File: config.mk
export PLATFORM = sky130hd
export DESIGN_NAME = mem_port_arbiter
export DESIGN_NICKNAME = d
export VERILOG_FILES = /design/src/rtl/mem_port_arbiter.sv
export SDC_FILE = /design/constraint.sdc
export NUM_CORES = 1
export LEC_CHECK = 0
export ABC_AREA = 0
export BUFFER_PORTS_ARGS = -buffer_cell sky130_fd_sc_hd__buf_2
export CAP_MARGIN = 25
export CORE_AREA = 2 2 117 119
export CTS_BUF_LIST = sky130_fd_sc_hd__clkbuf_4 sky130_fd_sc_hd__clkbuf_8
export DETAILED_ROUTE_END_ITERATION = 12
export DIE_AREA = 0 0 119 121
export PLACE_DENSITY = 0.73
export SYNTH_ARGS = -nofsm -noshare
export SYNTH_HDL_FRONTEND = slang
export SYNTH_SLANG_ARGS = --single-unit
export TNS_END_PERCENT = 1
File: constraint.sdc
create_clock -name i_clk -period 3.8 [get_ports i_clk]
set_input_delay 0.76 -clock i_clk [delete_from_list [all_inputs] [get_ports i_clk]]
set_output_delay 0.76 -clock i_clk [all_outputs]
set_load 0.1 [all_outputs]
File: src/rtl/mem_port_arbiter.sv
// Shares one memory bus among NumPorts requesters, one atomic transaction at a time.
// Define MEM_ARB_RR_EN for round-robin arbitration; otherwise lowest index wins.
module mem_port_arbiter #(
   parameter int NumPorts     = 2,
   parameter int AddrBusWidth = 32,
   parameter int DataWidth    = 32
) (
   input  logic                                   i_clk,
   input  logic                                   i_rst,
   input  logic [NumPorts-1:0][AddrBusWidth-1:0]  i_port_addr,
   input  logic [NumPorts-1:0][DataWidth-1:0]     i_port_w_data,
   input  logic [NumPorts-1:0]                    i_port_re,
   input  logic [NumPorts-1:0]                    i_port_we,
   output logic [NumPorts-1:0]                    o_port_ready,
   output logic [NumPorts-1:0][DataWidth-1:0]     o_port_r_data,
   output logic [NumPorts-1:0]                    o_port_r_data_valid,
   output logic [AddrBusWidth-1:0]                o_mem_addr,
   output logic [DataWidth-1:0]                   o_mem_w_data,
   output logic                                   o_mem_re,
   output logic                                   o_mem_we,
   input  logic                                   i_mem_ready,
   input  logic [DataWidth-1:0]                   i_mem_r_data,
   input  logic                                   i_mem_r_data_valid
);
   localparam int GW = (NumPorts > 1) ? $clog2(NumPorts) : 1;

   typedef enum logic [1:0] {IDLE, ISSUE, WAIT, RESP} state_t;

   state_t                  r_state, w_next;
   logic [GW-1:0]           r_gnt, w_gnt;
   logic                    r_op;
   logic [AddrBusWidth-1:0] r_addr;
   logic [DataWidth-1:0]    r_wdata, r_rdata;
   logic [NumPorts-1:0]     w_pend;
   logic                    w_any, w_accept, w_cap;

   assign w_pend   = i_port_re | i_port_we;
   assign w_any    = |w_pend;
   assign w_accept = (r_state == IDLE) && w_any;
   assign w_cap    = ((r_state == ISSUE) || (r_state == WAIT)) && !r_op && i_mem_r_data_valid;

`ifdef MEM_ARB_RR_EN
   logic [GW-1:0] r_last;

   // Scan from farthest to nearest so the port right after r_last wins.
   always_comb begin
      int idx;
      idx   = 0;
      w_gnt = '0;
      for (int k = NumPorts; k >= 1; k--) begin
         idx = (int'(r_last) + k) % NumPorts;
         if (w_pend[idx]) w_gnt = GW'(idx);
      end
   end

   always_ff @(posedge i_clk or posedge i_rst) begin
      if (i_rst)         r_last <= GW'(NumPorts - 1);
      else if (w_accept) r_last <= w_gnt;
   end
`else
   always_comb begin
      w_gnt = '0;
      for (int i = NumPorts - 1; i >= 0; i--) begin
         if (w_pend[i]) w_gnt = GW'(i);
      end
   end
`endif

   always_comb begin
      w_next = r_state;
      case (r_state)
         IDLE:  if (w_any) w_next = ISSUE;
         ISSUE: if (i_mem_ready) w_next = (r_op || i_mem_r_data_valid) ? RESP : WAIT;
         WAIT:  if (i_mem_r_data_valid) w_next = RESP;
         RESP:  w_next = IDLE;
         default: w_next = IDLE;
      endcase
   end

   always_ff @(posedge i_clk or posedge i_rst) begin
      if (i_rst) begin
         r_state <= IDLE;
         r_gnt   <= '0;
         r_op    <= 1'b0;
         r_addr  <= '0;
         r_wdata <= '0;
         r_rdata <= '0;
      end else begin
         r_state <= w_next;
         // A write wins when re and we are both high.
         if (w_accept) begin
            r_gnt   <= w_gnt;
            r_addr  <= i_port_addr[w_gnt];
            r_wdata <= i_port_w_data[w_gnt];
            r_op    <= i_port_we[w_gnt];
         end
         if (w_cap) r_rdata <= i_mem_r_data;
      end
   end

   assign o_mem_addr    = r_addr;
   assign o_mem_w_data  = r_wdata;
   assign o_mem_we      = (r_state == ISSUE) && r_op;
   assign o_mem_re      = (r_state == ISSUE) && !r_op;
   assign o_port_r_data = {NumPorts{r_rdata}};

   always_comb begin
      o_port_ready        = '0;
      o_port_r_data_valid = '0;
      if (r_state == RESP) begin
         o_port_ready[r_gnt]        = 1'b1;
         o_port_r_data_valid[r_gnt] = !r_op;
      end
   end
endmodule

; Word-level counts from Yosys, hierarchy flattened
; Cells that the tools add are included.
; W data, S select, Z words.
[totals]
register_bits = 100
input_bits = 168
output_inout_bits = 134
[op_classes]
n_lt_le_gt_ge = 3
n_eq_ne = 6
n_mux = 17
bitwise = 2
reduce_logical = 12
[op_table]
columns = operator, n
row1 = $mux W32, 4
row2 = $mux W2, 5
row3 = $pmux W2 S4, 1
row4 = $logic_and A1 B1 Y1, 6
row5 = $mux W1, 6
row6 = $ne A2 B2 Y1 const B, 3
row7 = $eq A2 B2 Y1 const B, 2
row8 = $lt A1 B2 Y1 const B, 2
row9 = $reduce_and A3 Y1, 1
row10 = $and A2 B2 Y2, 1
row11 = $eq A2 B1 Y1 const B, 1
row12 = $logic_not A2 Y1, 1
row13 = $logic_or A1 B1 Y1, 2
row14 = $or A2 B2 Y2, 1
row15 = $reduce_or A2 Y1, 1
row16 = $demux W1 S1, 1
row17 = $ge A1 B1 Y1 const B, 1
row18 = $logic_not A1 Y1, 1

; Logic depth before layout (Yosys ltp)
[logic_depth]
depth_word = 6
mapped_depth = 8

; Least setup slack after synthesis
; OpenSTA, ideal clock, no wires.
[synth_path]
path_type = reg-to-output
from = register r_state[1]
to = output o_port_r_data_valid[0]
t_arrival_ns = 2.761
t_required_ns = 3.040
path_slack_ns = 0.279
path_stages_with_launch = 3
path_buffers = 0
path_cell_list = dfrtp_1 > ha_1 > nor3b_1
[synth_via]
elab_chain_cells = 2
[synth_lines]
columns = element, line_no
row1 = start: declaration, 29  ; state_t r_state, w_next;
row2 = start signal: assignment, 89  ; r_state <= w_next;
row3 = $eq A2 B2 Y1, 110  ; if (r_state == RESP) begin
row4 = $mux W2, 110
row5 = end: declaration, 16  ; output logic [NumPorts-1:0] o_port_r_data_valid,
; Every way passes these cells.

; Final worst setup path
[layout_path]
from = register r_state[1]
to = output o_mem_re
[layout_via]
elab_chain_cells = 2
[layout_lines]
columns = element, line_no
row1 = $eq A2 B1 Y1, 104  ; assign o_mem_re = (r_state == ISSUE) && !r_op;
row2 = $logic_and A1 B1 Y1, 104
row3 = end: declaration, 19  ; output logic o_mem_re,
; Every way passes these cells.

==> results.sh <==
export IMPL_status="finished, final reports clean"
export IMPL_post_drt_wl_per_cell_um=16.0
export IMPL_cts_sinks=100
export IMPL_hold_viol=0
export IMPL_synth_edf_count=0
export IMPL_skew_ns=0.00708
export IMPL_synthCells=500
export IMPL_grt_total_usage=0.204
export IMPL_ant_nets=0
export IMPL_grt_max_degree=67
export IMPL_clock_latency_ns=0.38
export IMPL_drt_wl_total_um=14800
export IMPL_critPathRequiredTime_ns=3.04
export IMPL_htree_levels=3
export IMPL_grt_pass1_vias=4476
export IMPL_fmax_ghz=0.401
export IMPL_synth_seq_cells=100
export IMPL_dieArea_um2=14400
export IMPL_timing_setup_tns_ns=0
export IMPL_worst_path_buf_inv=2
export IMPL_worstSetupPathType="reg2out"
export IMPL_cts_resized=0
export IMPL_cts_tree="done"
export IMPL_die_y_um=121
export IMPL_crit_slowest_cell="dfrtp_1"
export IMPL_cp_max_fo=5
export IMPL_slew_violations=0
export IMPL_avgViaCountPerCell=5.03
export IMPL_max_slew_margin=0.328
export IMPL_drv_cap=0
export IMPL_critPathCaptureType="primary output"
export IMPL_fin_crit_ns=2.49
export IMPL_overflow=0
export IMPL_regArea_um2=2500
export IMPL_min_delay_path_class="in2async"
export IMPL_die_w_um=119
export IMPL_multi_input_area_um2=1880
export IMPL_synth_area_per_cell_um2=9.77
export IMPL_nFillCells=1273
export IMPL_initial_utilization=0.373
export IMPL_postCtsSetupBuffers=0
export IMPL_drc=0
export IMPL_crit_chain="inv_1 -> ha_1 -> nor2b_1 -> buf_2"
export IMPL_rows=42
export IMPL_nNetsFinal=917
export IMPL_crit_arrival_ns=1.73
export IMPL_cp_start_kind="register"
export IMPL_async_flop_share=1.00
export IMPL_antennaDiodeCount=0
export IMPL_final_setup_viol_count=0
export IMPL_postSynthNetCount=673
export IMPL_ctsHoldBuffers=0
export IMPL_via_count=4657
export IMPL_ys_seq_area_frac=0.512
export IMPL_max_stage_delay_ns=0.43
export IMPL_yosysUniqueCellTypes=24
export IMPL_whs_ns=0.407
export IMPL_path_clk_slew_ns=0.09
export IMPL_synthFlopType="dfrtp_1"
export IMPL_cts_inserted_buffers=9
export IMPL_core_um2=13100
export IMPL_netlist_area_um2=4890
export IMPL_tightest_slew_ns=1.01
export IMPL_syn_to_final_growth_pct=32.8
export IMPL_dr_pass1_iters=6
export IMPL_ctsRootBufferMaster="clkbuf_8"
export IMPL_grt_pass1_wl_um=23100
export IMPL_antenna_found_initial=0
export IMPL_finalCritPeriodShare=0.656
export IMPL_cts_buffer_depth=2
export IMPL_drive_above_1_share=0.489
export IMPL_place_congestion=0.770
export IMPL_yosys_warnings=0
export IMPL_crit_family="buffers and inverters"
export IMPL_place_hpwl_um=10800
export IMPL_pin_count=302
export IMPL_drt_initial_drc_count=272
export IMPL_port_buffers=301
export IMPL_rsz0062_at_grt="no"
==> per-layer routing <==
metal / GRT usage / wire length [um] / vias to the layer above
met5: 0 / 0 / -
met4: 0.0774 / 291 / 0
met3: 0.0602 / 1150 / 21
met2: 0.342 / 7250 / 214
met1: 0.249 / 6080 / 2191
li1: - / - / 2231
==> worst reg2reg max path: stages, from the launching register on <==
cell and delay [ns]:
dfrtp_1 0.41, inv_1 0.11, ha_1 0.32, nand3b_1 0.46, buf_4 0.39, mux2_2 0.38
==> layout make-up <==
class / count / share of cell area
tap: 176 / 0.0340
sequential: 100 / 0.386
timing repair buffer: 311 / 0.253
inverter: 5 / 0.00328
clock buffer: 11 / 0.0224
multi-input combinational: 317 / 0.290
clock inverter: 5 / 0.0116
==> per-stage QoR <==
stage,instances,setup WS (ns),cell area [um2],utilization
after detailed placement,909,1.30,6270,0.479
final,925,1.31,6490,0.496
after floorplan,500,0.279,4890,-
after CTS,925,1.28,6490,0.496
after global routing,925,1.17,6490,0.496
after global placement,907,1.26,6220,0.475
==> state kept, by name (all words and copies together), names as in the netlist <==
register and count:
r_rdata 32, r_op 1, r_state 2, o_mem_w_data 32, o_mem_addr 32, r_gnt 1
==> placed cells by master, fill, tap and decap left out, drive strengths merged, types with 2 or more instances in the layout <==
cell type	instances
dfrtp	100
and2	2
nor3b	2
inv	5
clkinv	3
or2	2
a31oi	64
nor2b	4
clkbuf	11
a21oi	2
nor2	67
buf	311
nand3	65
mux2	33
bufinv	2
ha	5
o21ai	65
==> path summary, 6_finish.rpt <==
check,startpoint,end,slack [ns],cells past startpoint
setup / recovery,r_state[1],o_mem_re,1.31,4
setup reg to reg,r_state[0],r_rdata[10],1.62,5
min in group i_clk,r_rdata[5],r_rdata[5],0.53,1
max in group asynchronous,i_rst,o_mem_addr[13],2.48,4
hold reg to reg,r_rdata[5],r_rdata[5],0.53,1
hold / removal,i_rst,r_rdata[0],0.41,2
==> cells in the mapped netlist (all sizes together) (4+ instances only) <==
library cell / instances / area share
dfrtp: 100 / 0.51
ha: 5 / 0.013
nor2b: 4 / 0.0051
inv: 5 / 0.0038
nor2: 67 / 0.051
a31oi: 64 / 0.082
clkbuf: 28 / 0.022
buf: 50 / 0.080
nand3: 65 / 0.067
mux2: 33 / 0.076
o21ai: 65 / 0.067
==> cells by family after synthesis <==
logic type               Yosys count  synth area share
flip-flops                       100             0.512
AO/OA/AOI/OAI                    135             0.158
AND/OR/NAND/NOR                  143             0.133
adder cells (fa/ha/maj)            5            0.0128
multiplexers                      34            0.0781
buffers and inverters             83             0.106
Power is left out: the tool's default activity adds up to more than one toggle a clock period on the data nets, which glitch-free logic cannot reach.
